File: src/rtl/ex_mem_pipe_reg.sv
// ex_mem_pipe_reg
//   EX/MEM pipeline register of the 5-stage MIPS core. Captures the execute
//   stage datapath values (branch target, ALU result, store data, destination
//   register) and the MEM/WB control bits on each rising clock edge.
//
// Ports
//   clk, rst_n          clock; synchronous active-low reset
//   hit                 pipeline advance enable (1 = load, 0 = stall/hold)
//   flush               synchronous bubble insert (clears control outputs)
//   branch_target, alu_result, read_data_2, write_reg   EX datapath inputs
//   branch, zeroflag, mem_to_reg, reg_write, mem_read, mem_write   control inputs
//   *_out / zeroflagOut registered copies of the inputs above
//
// Advance protocol: there is no valid/ready pair here. 'hit' acts as the
// single advance strobe from the memory system. On an edge with hit=1 the
// register accepts whatever EX presents; with hit=0 it holds, and EX is
// expected to hold as well. Flush overrides hit, and reset overrides both.
module ex_mem_pipe_reg #(
  parameter int DATA_W     = 32,
  parameter int REG_ADDR_W = 5
) (
  input  logic                  clk,
  input  logic                  rst_n,
  input  logic                  hit,
  input  logic                  flush,
  input  logic [DATA_W-1:0]     branch_target,
  input  logic [DATA_W-1:0]     alu_result,
  input  logic [DATA_W-1:0]     read_data_2,
  input  logic [REG_ADDR_W-1:0] write_reg,
  input  logic                  branch,
  input  logic                  zeroflag,
  input  logic                  mem_to_reg,
  input  logic                  reg_write,
  input  logic                  mem_read,
  input  logic                  mem_write,
  output logic [DATA_W-1:0]     branch_target_out,
  output logic [DATA_W-1:0]     alu_result_out,
  output logic [DATA_W-1:0]     read_data_2_out,
  output logic [REG_ADDR_W-1:0] write_reg_out,
  output logic                  zeroflagOut,
  output logic                  mem_to_reg_out,
  output logic                  reg_write_out,
  output logic                  mem_read_out,
  output logic                  mem_write_out,
  output logic                  branch_out
);

  always_ff @(posedge clk) begin
    if (!rst_n) begin
      branch_target_out <= '0;
      alu_result_out    <= '0;
      read_data_2_out   <= '0;
      write_reg_out     <= '0;
      branch_out        <= 1'b0;
      zeroflagOut       <= 1'b0;
      mem_to_reg_out    <= 1'b0;
      reg_write_out     <= 1'b0;
      mem_read_out      <= 1'b0;
      mem_write_out     <= 1'b0;
    end else if (flush) begin
      // Bubble: kill every side effect downstream, but leave the datapath
      // fields alone -- with all controls at 0 they are never consumed.
      branch_out        <= 1'b0;
      zeroflagOut       <= 1'b0;
      mem_to_reg_out    <= 1'b0;
      reg_write_out     <= 1'b0;
      mem_read_out      <= 1'b0;
      mem_write_out     <= 1'b0;
    end else if (hit) begin
      branch_target_out <= branch_target;
      alu_result_out    <= alu_result;
      read_data_2_out   <= read_data_2;
      write_reg_out     <= write_reg;
      branch_out        <= branch;
      zeroflagOut       <= zeroflag;
      mem_to_reg_out    <= mem_to_reg;
      reg_write_out     <= reg_write;
      mem_read_out      <= mem_read;
      mem_write_out     <= mem_write;
    end
    // hit=0 without flush: every flop keeps its value (stall).
  end

endmodule

File: config.mk
export PLATFORM = sky130hd
export DESIGN_NAME = ex_mem_pipe_reg
export DESIGN_NICKNAME = d
export VERILOG_FILES = /design/src/rtl/ex_mem_pipe_reg.sv
export SDC_FILE = /design/constraint.sdc
export NUM_CORES = 1
export LEC_CHECK = 0
export ABC_CLOCK_PERIOD_IN_PS = 1300
export BUFFER_PORTS_ARGS = -buffer_cell sky130_fd_sc_hd__buf_2
export CORE_MARGIN = 5
export CORE_UTILIZATION = 47
export CTS_BUF_LIST = sky130_fd_sc_hd__clkbuf_4
export CTS_CLUSTER_DIAMETER = 120
export DETAILED_ROUTE_END_ITERATION = 16
export HOLD_SLACK_MARGIN = 0.12
export PLACE_DENSITY = 0.85
export SYNTH_ARGS = -nofsm -noshare
export SYNTH_HDL_FRONTEND = slang
export SYNTH_SLANG_ARGS = --single-unit
File: constraint.sdc
create_clock -name clk -period 1.3 [get_ports clk]
set_input_delay 0.13 -clock clk [delete_from_list [all_inputs] [get_ports clk]]
set_output_delay 0.13 -clock clk [all_outputs]
set_load 0.005 [all_outputs]
==> run summary, run 1 <==
ROUTE
--------------------------------------------------------------------------------
Routed via count divided by cell count                                      4.95
Met1 Wirelength                                                          5370 µm
Detailed-routed wire length on met2                                      7440 µm
Wire length after detailed routing                                      14700 µm
Met3 routed WL                                                           1120 µm
DRC viols                                                                      0
Number of antenna-violating nets in the routed design                          0
First-pass iteration count of the detailed router                              5
Number of DRC markers in iteration 0                                         187
Total vias in the final route                                               4511
Uppermost routed layer                                                      met4
Drt wl/cell                                                              16.1 µm

GLOBAL ROUTE
--------------------------------------------------------------------------------
Wire length of the first global-routing pass                            23700 µm
Total grt overflow                                                             0
Number of antenna violations at the first check in global routing              1
Global-route usage over all layers                                         26.2%
Via count of the first global-routing pass                                  4857
Largest net degree at the start of global routing                             60

CLOCKING
--------------------------------------------------------------------------------
Root buffer cell                                                    sky130_fd_sc_hd__clkbuf_4
Clock transition at path regs                                             160 ps
Clock Latency Late Sink                                                   430 ps
Clk sinks                                                                    107
Clock tree from TritonCTS                                                    yes
Post-CTS Setup Repair Bufs                                                     0
CTS H-tree depth                                                               3
Clock buffer count from CTS                                                    9
Maximum root-to-sink buffer count                                              2

YOSYS
--------------------------------------------------------------------------------
Post-synth top area share                                                  49.3%
Post-synthesis cell type count                                                11
Mean post-synth cell area                                               9.46 µm²
Post-synthesis cell area                                                4340 µm²
Largest cells by area after synthesis                               sky130_fd_sc_hd__dfxtp_1 (49%), sky130_fd_sc_hd__mux2i_1 (25%), sky130_fd_sc_hd__nand2_1 (17%), sky130_fd_sc_hd__buf_12 (4.6%), sky130_fd_sc_hd__buf_2 (2.2%)
FF+latch count, synth                                                        107
Largest area contributor in the netlist                             sky130_fd_sc_hd__dfxtp_1
Synthesized netlist cell count                                               459
Number of warning messages in the yosys log                                    0
Post-synth net total                                                         570
Sequential fraction of the synthesis area                                  49.3%

FINAL LAYOUT
--------------------------------------------------------------------------------
Layout area overhead                                                       57.5%
Number of nets in the layout                                                 907
Commonest cells after routing, fill and taps aside                  sky130_fd_sc_hd__buf_2 (216), sky130_fd_sc_hd__nand2_1 (202), sky130_fd_sc_hd__dlygate4sd3_1 (129)
Layout cells sized above 1                                                 31.0%
Core Util, Final                                                           75.1%
Most common library cell in the layout ignoring fill and taps       sky130_fd_sc_hd__buf_2

WORST SETUP PATH
--------------------------------------------------------------------------------
Critical path startpoint category                                      input pin
Critical Path RT                                                         1630 ps
Critical Path End Type                                                      flop
CP max FO                                                                      1
Number of cells traversed by the worst register-to-register path               3
Critical setup path kind                                               in -> reg
Data arrival time at the worst-slack endpoint                            1620 ps

FLOORPLAN
--------------------------------------------------------------------------------
Core box area                                                           9110 µm²
Die footprint                                                          11300 µm²
Site Rows                                                                     35
Die Y-Extent                                                              106 µm
Starting Density                                                           47.7%
Horiz. Die Dim                                                            106 µm
Count of boundary I/O pins                                                   218

TIMING
--------------------------------------------------------------------------------
Setup WS post-layout                                                     14.5 ps
Final Hold Vio Count                                                           0
Shortest period the worst path allows                                    1290 ps
Max Freq                                                                 778 MHz
Setup TNS                                                                   0 ps
Actual slew at the worst max-slew pin                                     401 ps
Pins over their slew limit                                                     0
Final setup violating endpoints                                                0
Share of the clock period used by the worst path                           98.9%
Final setup skew                                                            0 ps
Worst slew slack as a fraction of its limit                                73.2%

POWER
--------------------------------------------------------------------------------
Switching portion of total power                                           26.8%
Clock Power Share                                                          23.2%
Cell internal power dissipation                                          4.54 mW
Combinational group share of total power                                   19.8%
Maximum vdd drop                                                          638 µV
Power density relative to cell area                                   907 nW/µm²
Leakage power figure                                                     3.33 nW
Sequential fraction of design power                                        57.0%
Switching power                                                          1.66 mW

WORST HOLD PATH
--------------------------------------------------------------------------------
Hold Path Depth                                                                3
Class of the worst hold path                                           in -> reg

RUN STATUS
--------------------------------------------------------------------------------
Status                                                              complete, no violations

PLACEMENT
--------------------------------------------------------------------------------
Final estimated routing congestion in global placement                     0.765
Buffers added on ports                                                       217
Post-place setup slack                                                   91.2 ps
Half-perimeter wire length after detailed placement                      8180 µm

FLOW RUN
--------------------------------------------------------------------------------
Max-capacitance violation count                                                0

## power groups by stage
stage	combinational, mW	sequential [mW]	clock [mW]
6_report	1.23	3.54	1.44
3_5_place_dp	0.875	3.60	0
4_1_cts	1.18	3.53	1.48
5_1_grt	1.33	3.56	1.63
3_3_place_gp	0.843	3.59	0
2_1_floorplan	0.477	3.61	0
## synthesized netlist by cell type
master and number:
sky130_fd_sc_hd__nor2_1 6, sky130_fd_sc_hd__dfxtp_1 107, sky130_fd_sc_hd__buf_4 1, sky130_fd_sc_hd__buf_12 10, sky130_fd_sc_hd__buf_2 19, sky130_fd_sc_hd__clkbuf_1 4
sky130_fd_sc_hd__buf_6 1, sky130_fd_sc_hd__mux2i_1 107, sky130_fd_sc_hd__nor2b_4 1, sky130_fd_sc_hd__nand2_1 202, sky130_fd_sc_hd__nand2b_1 1
## worst paths after layout
| kind | slack [ps] | from | endpoint |
|---|---|---|---|
| worst max-delay path | 10 | mem_write | mem_write_out |
| worst min-delay path | 70 | rst_n | branch_out |
| worst max register to register | 30 | mem_write_out | mem_write_out |
| worst min register to register | 460 | alu_result_out[21] | alu_result_out[21] |
## final cells by class
cell class                      instances  area [µm²]
Antenna cell                            2        5.00
Clock buffer                           10        75.1
Clock inverter                          4        30.0
Fill cell                             599        2270
Multi-Input combinational cell        317        1880
Sequential cell                       107        2140
Tap cell                              111         139
Timing Repair Buffer                  361        2570
## flip-flops by register name, indices dropped and copies added (netlist names)
register / cells
alu_result_out: 32
branch_out: 1
branch_target_out: 32
mem_read_out: 1
mem_to_reg_out: 1
mem_write_out: 1
read_data_2_out: 32
reg_write_out: 1
write_reg_out: 5
zeroflagOut: 1
## what timing repair did
item | in CTS | in global routing
setup endpoints to repair | 0 | 1
resized for setup | 0 | 2
hold buffers | 128 | 1
hold endpoints to repair | 107 | 5
## per-layer routing
layer  global-route usage (%)  vias up
li1                         -     2147
met5                        0        -
met4                     14.2        0
met3                     7.35       61
met2                     46.3      233
met1                     28.2     2070
## cells by family (layout without fill, tap and decap cells)
kind of cell | Yosys count | in the layout | share of synthesized area, %
AND/OR/NAND/NOR | 210 | 210 | 18.4
flip-flops | 107 | 107 | 49.3
multiplexers | 107 | 107 | 24.7
other | 0 | 2 | 0
buffers and inverters | 35 | 375 | 7.58
## worst max-delay path, cell delays in order
cell,delay (ps)
sky130_fd_sc_hd__dlygate4sd3_1,540
sky130_fd_sc_hd__buf_2,130
sky130_fd_sc_hd__mux2i_1,190
sky130_fd_sc_hd__nor2_1,70
sky130_fd_sc_hd__dlygate4sd3_1,560
## through the flow
stage,cell area (µm²),std cells,power (mW),hold WS [ps]
floorplan,4340,459,4.09,272
global placement,5430,767,4.44,366
detailed placement,5430,767,4.48,384
CTS,6820,909,6.19,137
global route,6840,911,6.52,14.1
finish,6840,912,6.21,70.9
(Power assumes the default switching activity.)
==> inputs of run 2 (changes only) <==
--- a/config.mk
+++ b/config.mk
@@ -5,15 +5,16 @@
 export SDC_FILE = /design/constraint.sdc
 export NUM_CORES = 1
 export LEC_CHECK = 0
+export ABC_AREA = 1
 export ABC_CLOCK_PERIOD_IN_PS = 1300
 export BUFFER_PORTS_ARGS = -buffer_cell sky130_fd_sc_hd__buf_2
 export CORE_MARGIN = 5
-export CORE_UTILIZATION = 47
+export CORE_UTILIZATION = 48
 export CTS_BUF_LIST = sky130_fd_sc_hd__clkbuf_4
 export CTS_CLUSTER_DIAMETER = 120
 export DETAILED_ROUTE_END_ITERATION = 16
 export HOLD_SLACK_MARGIN = 0.12
-export PLACE_DENSITY = 0.85
+export PLACE_DENSITY = 0.86
 export SYNTH_ARGS = -nofsm -noshare
 export SYNTH_HDL_FRONTEND = slang
 export SYNTH_SLANG_ARGS = --single-unit
==> run 2 against run 1 <==
Against the previous run:
- flip-flop and latch count stayed put
- register-to-register slack improved by 630 ps
- via count increased by 18%
- global-route usage increased by 0.54 points
- non-clock buffer count is 16 lower
- die area rose by 1.3%
- largest power group unchanged
==> run summary, run 2 <==
FLOORPLAN
--------------------------------------------------------------------------------
Site Rows                                                                     35   unchanged
Horiz. Die Dim                                                            107 µm   +0.63%
Starting Density                                                           48.9%   +1.2 points
Die footprint                                                          11400 µm²   +1.3%
Core box area                                                           9200 µm²   +0.96%
Die Y-Extent                                                              107 µm   +0.63%
Count of boundary I/O pins                                                   218   unchanged

FINAL LAYOUT
--------------------------------------------------------------------------------
FF/Latch Area                                                           2140 µm²   unchanged
Commonest cells after routing, fill and taps aside                  sky130_fd_sc_hd__buf_2 (215), sky130_fd_sc_hd__nor2_1 (202), sky130_fd_sc_hd__dlygate4sd3_1 (119)
Number of non-filler instances in the completed layout                      1104   +21%
Biggest registers after layout                                      alu_result_out: 32 flops, branch_target_out: 32 flops, read_data_2_out: 32 flops
Most common library cell in the layout ignoring fill and taps       sky130_fd_sc_hd__buf_2
Layout area overhead                                                       54.8%
Number of nets in the layout                                                1101   +21%
Layout cells sized above 1                                                 24.4%   -6.6 points
Area of the multi-input gates                                           1730 µm²   -7.8%
Fill cell total of the finished layout                                       643   +7.3%

YOSYS
--------------------------------------------------------------------------------
Post-synth top area share                                                  47.6%   -1.7 points
Sequential fraction of the synthesis area                                  47.6%   -1.7 points
FF+latch count, synth                                                        107   unchanged
Synthesized netlist cell count                                               679   +48%
Number of synthesized flops with an enable pin                                 0   unchanged
Post-synthesis async set-or-reset flop share                                  0%   unchanged
Post-synthesis cell area                                                4500 µm²   +3.5%
Mean post-synth cell area                                               6.62 µm²   -30%
Dominant cell by count in the synthesized netlist                   sky130_fd_sc_hd__nor2_1
Largest cells by area after synthesis                               sky130_fd_sc_hd__dfxtp_1 (48%), sky130_fd_sc_hd__nor2_1 (17%), sky130_fd_sc_hd__nand3_1 (11%), sky130_fd_sc_hd__nand2_1 (9.5%), sky130_fd_sc_hd__inv_1 (8.4%)
Post-synthesis cell type count                                                11   unchanged
Most frequent cells after synthesis                                 sky130_fd_sc_hd__nor2_1 (202), sky130_fd_sc_hd__nand2_1 (114), sky130_fd_sc_hd__dfxtp_1 (107)
Most common flop cell mapped by yosys                               sky130_fd_sc_hd__dfxtp_1
Number of warning messages in the yosys log                                    0   unchanged
Post-synth net total                                                         790   +39%
Largest area contributor in the netlist                             sky130_fd_sc_hd__dfxtp_1

POWER
--------------------------------------------------------------------------------
Maximum vdd drop                                                          609 µV   -4.5%
Leakage power figure                                                     3.88 nW   +16%
Power density relative to cell area                                   953 nW/µm²   +5.1%

GLOBAL ROUTE
--------------------------------------------------------------------------------
Via count of the first global-routing pass                                  5345   +10%
Largest net degree at the start of global routing                             78   +30%
Wire length of the first global-routing pass                            24600 µm   +3.8%
Global-route usage over all layers                                         26.8%   +0.54 points
Total grt overflow                                                             0   unchanged
Number of antenna violations at the first check in global routing              1   unchanged

WORST SETUP PATH
--------------------------------------------------------------------------------
CP max FO                                                                      1   unchanged
Cell Chain, Critical Path                                           dlygate4sd3_1 -> buf_2 -> inv_1 -> nand3_1 -> nand2_1 -> dlygate4sd3_1 -> nor2_1
Crit path buf inv count                                                        4   +1
Critical Path End Type                                                      flop
Crit-path most repeated cell                                        sky130_fd_sc_hd__dlygate4sd3_1
CP max stage cell                                                   sky130_fd_sc_hd__dlygate4sd3_1
Stage delay of the slowest cell on the critical path                      560 ps   about the same
Data arrival time at the worst-slack endpoint                            1630 ps   about the same
Critical Path RT                                                         1630 ps   about the same
Critical setup path kind                                               in -> reg
Top Family by Delay on Critical Path                                buffers and inverters
Critical path startpoint category                                      input pin

PLACEMENT
--------------------------------------------------------------------------------
Inst Count DP                                                                971   +27%
Buffers added on ports                                                       217   unchanged
Half-perimeter wire length after detailed placement                      8410 µm   +2.9%
Final estimated routing congestion in global placement                     0.787   +3.0%

ROUTE
--------------------------------------------------------------------------------
Routed via count divided by cell count                                      4.82   -2.5%
DRC viols                                                                      0   unchanged
Total vias in the final route                                               5325   +18%
Number of DRC markers in iteration 0                                         306   +64%
Drt wl/cell                                                              14.0 µm   -13%
First-pass iteration count of the detailed router                              5   unchanged
Wire length after detailed routing                                      15500 µm   +5.1%
Number of antenna-violating nets in the routed design                          0   unchanged

CLOCKING
--------------------------------------------------------------------------------
Maximum root-to-sink buffer count                                              2   unchanged
Root buffer cell                                                    sky130_fd_sc_hd__clkbuf_4
Clk sinks                                                                    107   unchanged
Clock buffer count from CTS                                                    9   unchanged
Clock Latency Late Sink                                                   410 ps   -20 ps
Clock transition at path regs                                             160 ps   about the same
Post-cts repair resize count                                                   0   unchanged
CTS H-tree depth                                                               3   unchanged
Clock tree from TritonCTS                                                    yes

TIMING
--------------------------------------------------------------------------------
Shortest period the worst path allows                                    1300 ps   +10.4 ps
Hold_ws                                                                   157 ps   +86.2 ps
Max Freq                                                                 772 MHz   -0.80%
Final setup skew                                                            0 ps   unchanged
Worst slew slack as a fraction of its limit                                76.8%   +3.6 points
Final Hold Vio Count                                                           0   unchanged
Setup TNS                                                                   0 ps   unchanged
Setup repair after global routing missed its margin                           no
Actual slew at the worst max-slew pin                                     349 ps   -52.5 ps
Final setup violating endpoints                                                0   unchanged
Pins over their slew limit                                                     0   unchanged
Share of the clock period used by the worst path                           99.7%   +0.80 points

WORST HOLD PATH
--------------------------------------------------------------------------------
Class of the worst hold path                                           in -> reg

FLOW RUN
--------------------------------------------------------------------------------
Max-capacitance violation count                                                0   unchanged

RUN STATUS
--------------------------------------------------------------------------------
Status                                                              complete, no violations

-- run 2: changes by cell type after synthesis, sizes merged, moves of 2 or more --
cell | previous run | this run
nor2 | 6 | 203
mux2i | 107 | 0
inv | 0 | 103
nand3 | 0 | 101
nand2 | 202 | 114
clkbuf | 4 | 12
a21oi | 0 | 6
buf | 31 | 33
-- run 2: kinds of logic (layout without fill, tap and decap cells) --
logic type             count (synthesis)  after routing  share of synthesized area, %
AOI/OAI and AO/OA                      6              6                         0.668
and+or+nand+nor                      418            418                          37.8
buffers and inverters                148            461                          13.9
DFF                                  107            107                          47.6
other                                  0              1                             0
-- run 2: layer usage --
layer | vias up | track usage (%) | wire length [µm]
met2 | 269 | 48.7 | 7920
met4 | 0 | 19.0 | 1100
met5 | - | 0 | 0
met3 | 93 | 5.66 | 1090
met1 | 2336 | 26.9 | 5350
li1 | 2627 | - | -
-- run 2: worst reg2reg max path: stages (launching register included) --
cell	delay, ps
sky130_fd_sc_hd__dfxtp_1	340
sky130_fd_sc_hd__nor2_1	140
sky130_fd_sc_hd__nor2_1	80
-- run 2: where the power goes --
part           switching [mW]  leakage, nW  internal, mW  total (mW)
clock network            1.02       0.0604         0.565        1.58
registers               0.108        0.883          3.49        3.60
logic                   0.701         2.93         0.748        1.45
total                    1.83         3.88          4.81        6.64
-- run 2: area by class of cell --
type / instances / area share [%]
well taps: 111 / 1.99
flip-flops and latches: 107 / 30.8
multi-input cells: 424 / 24.9
diodes: 1 / 0.0359
repair buffers: 345 / 35.0
clock buffers: 9 / 0.971
clock inverters: 4 / 0.773
inverters: 103 / 5.55
-- run 2: path summary, 6_finish.rpt --
kind,startpoint,to,slack [ps],cells after the start
max,alu_result[0],alu_result_out[0],4,7
min reg2reg,branch_out,branch_out,470,2
max reg2reg,alu_result_out[3],alu_result_out[3],660,2
min,rst_n,read_data_2_out[2],160,4
-- run 2: timing repair --
action	in CTS	in global routing
endpoints found under the hold margin	107	0
hold buffers	119	0
setup buffers	0	0
-- run 2: stage by stage --
stage | util [%] | worst slack, ps | power, mW | cell area (µm²)
after floorplan | - | 364 | 4.27 | 4500
after global placement | 61.4 | 310 | 4.76 | 5650
after detailed placement | 61.4 | 285 | 4.78 | 5650
after CTS | 75.7 | 145 | 6.64 | 6960
after global routing | 75.7 | 15.5 | 6.99 | 6960
final | 75.7 | 4.09 | 6.64 | 6960
==> inputs of run 3 (changes only) <==
--- a/config.mk
+++ b/config.mk
@@ -5,16 +5,17 @@
 export SDC_FILE = /design/constraint.sdc
 export NUM_CORES = 1
 export LEC_CHECK = 0
-export ABC_AREA = 1
 export ABC_CLOCK_PERIOD_IN_PS = 1300
 export BUFFER_PORTS_ARGS = -buffer_cell sky130_fd_sc_hd__buf_2
+export CORE_ASPECT_RATIO = 0.6
 export CORE_MARGIN = 5
-export CORE_UTILIZATION = 48
+export CORE_UTILIZATION = 47
 export CTS_BUF_LIST = sky130_fd_sc_hd__clkbuf_4
 export CTS_CLUSTER_DIAMETER = 120
 export DETAILED_ROUTE_END_ITERATION = 16
 export HOLD_SLACK_MARGIN = 0.12
-export PLACE_DENSITY = 0.86
+export PLACE_DENSITY = 0.85
+export SLEW_MARGIN = 40
 export SYNTH_ARGS = -nofsm -noshare
 export SYNTH_HDL_FRONTEND = slang
 export SYNTH_SLANG_ARGS = --single-unit
==> run 3 against run 2 <==
Against the previous run:
- non-clock buffer count decreased by 6
- register-to-register slack worse by 570 ps
- combinational power fell by 19%
- clock skew stayed put
- design area fell by 3.8%
- first-iteration DRC count down 40%
- sequential share of layout area increased by 1.2 points
- routed wire length shrank 7.6%
- die area down 0.68%
- global-route usage fell by 2.1 points
- final cell count down 19%
- critical endpoint is now branch_target_out[3]
- largest cell class unchanged
==> run summary, run 3 (synthesis results as in run 1) <==
RUN STATUS
--------------------------------------------------------------------------------
Status                                                              complete, no violations

FINAL LAYOUT
--------------------------------------------------------------------------------
Commonest cells after routing, fill and taps aside                  sky130_fd_sc_hd__buf_2 (216), sky130_fd_sc_hd__nand2_1 (202), sky130_fd_sc_hd__dlygate4sd3_1 (111)
Number of nets in the layout                                                 885   -20%
Layout area overhead                                                       54.2%
Most common library cell in the layout ignoring fill and taps       sky130_fd_sc_hd__buf_2
Core Util, Final                                                           73.7%   -2.0 points
Fin area                                                                6700 µm²   -3.8%
Biggest registers after layout                                      alu_result_out: 32 flops, branch_target_out: 32 flops, read_data_2_out: 32 flops
Layout cells sized above 1                                                 31.2%   +6.8 points
Antenna diodes                                                                 0   -1

WORST SETUP PATH
--------------------------------------------------------------------------------
Data arrival time at the worst-slack endpoint                            1630 ps   about the same
Critical register-to-register path startpoint                         branch_out
CP max FO                                                                     21   +20
Number of cells traversed by the worst register-to-register path               3   +1
Critical Path End Type                                                      flop
Top Family by Delay on Critical Path                                buffers and inverters
Crit path buf inv count                                                        4   unchanged
R2R Path End                                                          branch_out
Critical Path RT                                                         1660 ps   +30 ps
Stage delay of the slowest cell on the critical path                      550 ps   about the same
CP max stage cell                                                   sky130_fd_sc_hd__dlygate4sd3_1
Cell Chain, Critical Path                                           dlygate4sd3_1 -> buf_2 -> nor2b_4 -> buf_12 -> buf_12 -> mux2i_1
Crit-path most repeated cell                                        sky130_fd_sc_hd__buf_12
Critical path startpoint category                                      input pin
Critical setup path kind                                               in -> reg
Flop-to-flop setup slack                                                   90 ps   -570 ps

PLACEMENT
--------------------------------------------------------------------------------
Area post-placement                                                     5430 µm²   -3.8%
Buffers added on ports                                                       217   unchanged
Final estimated routing congestion in global placement                     0.771   -2.1%
Half-perimeter wire length after detailed placement                      8390 µm   -0.20%

GLOBAL ROUTE
--------------------------------------------------------------------------------
Wire length of the first global-routing pass                            22600 µm   -8.3%
Global-route usage over all layers                                         24.7%   -2.1 points
Largest net degree at the start of global routing                             89   +14%
Via count of the first global-routing pass                                  4675   -13%
Total grt overflow                                                             0   unchanged
Number of antenna violations at the first check in global routing              0   -1

POWER
--------------------------------------------------------------------------------
Cell internal power dissipation                                          4.90 mW   +1.9%
PnR Total Power                                                          6.53 mW   -1.6%
Switching power                                                          1.63 mW   -11%
Leakage power figure                                                     3.26 nW   -16%
Maximum vdd drop                                                          640 µV   +5.1%
Combinational group share of total power                                   18.0%   -3.8 points
Clock Power Share                                                          27.8%   +3.9 points
Power density relative to cell area                                   976 nW/µm²   +2.4%
Switching portion of total power                                           25.0%   -2.6 points
Sequential fraction of design power                                        54.2%   about the same

FLOORPLAN
--------------------------------------------------------------------------------
Site Rows                                                                     27   -23%
Horiz. Die Dim                                                            134 µm   +26%
Core box area                                                           9090 µm²   -1.2%
Count of boundary I/O pins                                                   218   unchanged
Starting Density                                                           47.8%   -1.1 points
Die footprint                                                          11300 µm²   -0.68%
Die Y-Extent                                                             84.5 µm   -21%

CLOCKING
--------------------------------------------------------------------------------
Clock transition at path regs                                             150 ps   about the same
Post-CTS Setup Repair Bufs                                                     0   unchanged
Clock buffer count from CTS                                                    9   unchanged
Post-cts repair resize count                                                   0   unchanged
Clk sinks                                                                    107   unchanged
Clock tree from TritonCTS                                                    yes
CTS H-tree depth                                                               3   unchanged
Root buffer cell                                                    sky130_fd_sc_hd__clkbuf_4
Clock Latency Late Sink                                                   430 ps   +20 ps
Maximum root-to-sink buffer count                                              2   unchanged

TIMING
--------------------------------------------------------------------------------
Final setup violating endpoints                                                0   unchanged
Setup TNS                                                                   0 ps   unchanged
Final Hold Vio Count                                                           0   unchanged
Max Freq                                                                 789 MHz   +2.2%
Worst slew slack as a fraction of its limit                                72.4%   -4.3 points
Share of the clock period used by the worst path                           97.5%   -2.2 points
Actual slew at the worst max-slew pin                                     414 ps   +65.2 ps
Shortest period the worst path allows                                    1270 ps   -28.5 ps
Setup repair after global routing missed its margin                           no
Pins over their slew limit                                                     0   unchanged
Final setup skew                                                            0 ps   unchanged

WORST HOLD PATH
--------------------------------------------------------------------------------
Start point of the worst min-delay path                                    rst_n
Hold Path Depth                                                                3   -1
Hold-critical path endpoint                                         mem_write_out
Class of the worst hold path                                           in -> reg

ROUTE
--------------------------------------------------------------------------------
DRC viols                                                                      0   unchanged
Number of DRC markers in iteration 0                                         184   -40%
Number of antenna-violating nets in the routed design                          0   unchanged
Routed via count divided by cell count                                      4.87   +0.95%
Drt wl/cell                                                              16.0 µm   +14%
First-pass iteration count of the detailed router                              5   unchanged
Wire length after detailed routing                                      14300 µm   -7.6%
Total vias in the final route                                               4353   -18%

FLOW RUN
--------------------------------------------------------------------------------
Max-capacitance violation count                                                0   unchanged

-- run 3: worst max path at each step --
stage / startpoint / endpoint / cells after the start
finish: flush / branch_target_out[3] / 6
global route: flush / branch_target_out[3] / 6
CTS: branch_out / branch_out / 3
detailed placement: flush / branch_target_out[25] / 5
global placement: flush / alu_result_out[23] / 5
floorplan: hit / alu_result_out[0] / 5
-- run 3: power groups by stage --
stage | combinational, mW | clock (mW) | sequential, mW
2_1_floorplan | 0.477 | 0 | 3.61
3_3_place_gp | 0.843 | 0 | 3.59
3_5_place_dp | 0.876 | 0 | 3.60
4_1_cts | 1.13 | 1.88 | 3.53
5_1_grt | 1.27 | 2.03 | 3.56
6_report | 1.17 | 1.82 | 3.54
-- run 3: stage by stage --
stage / worst slack [ps] / hold slack (ps) / instances
floorplan: 349 / 272 / 459
CTS: 149 / 124 / 893
detailed placement: 190 / 385 / 768
global placement: 246 / 364 / 768
finish: 32.6 / 179 / 894
global route: 53.2 / 134 / 894
-- run 3: tightest hold or removal path: stages --
cell and delay [ps]:
sky130_fd_sc_hd__buf_4 140, sky130_fd_sc_hd__nand2b_1 240, sky130_fd_sc_hd__nor2_1 80
-- run 3: layer usage --
metal / up-vias / part of all wire (%) / GRT usage (%)
li1: 2095 / - / -
met1: 1997 / 38 / 27.1
met2: 221 / 49 / 44.3
met3: 40 / 9.2 / 8.32
met4: 0 / 3.3 / 9.98
met5: - / 0 / 0
-- run 3: layout make-up --
class / instances / area (µm²)
Clock buffer: 10 / 75.1
Clock inverter: 5 / 78.8
Fill cell: 589 / 2390
Multi-Input combinational cell: 317 / 1870
Sequential cell: 107 / 2140
Tap cell: 116 / 145
Timing Repair Buffer: 339 / 2380
-- run 3: what timing repair did --
item                                    CTS  global route
endpoints found under the setup margin    0             0
hold buffers                            110             1
hold endpoints to repair                107             3
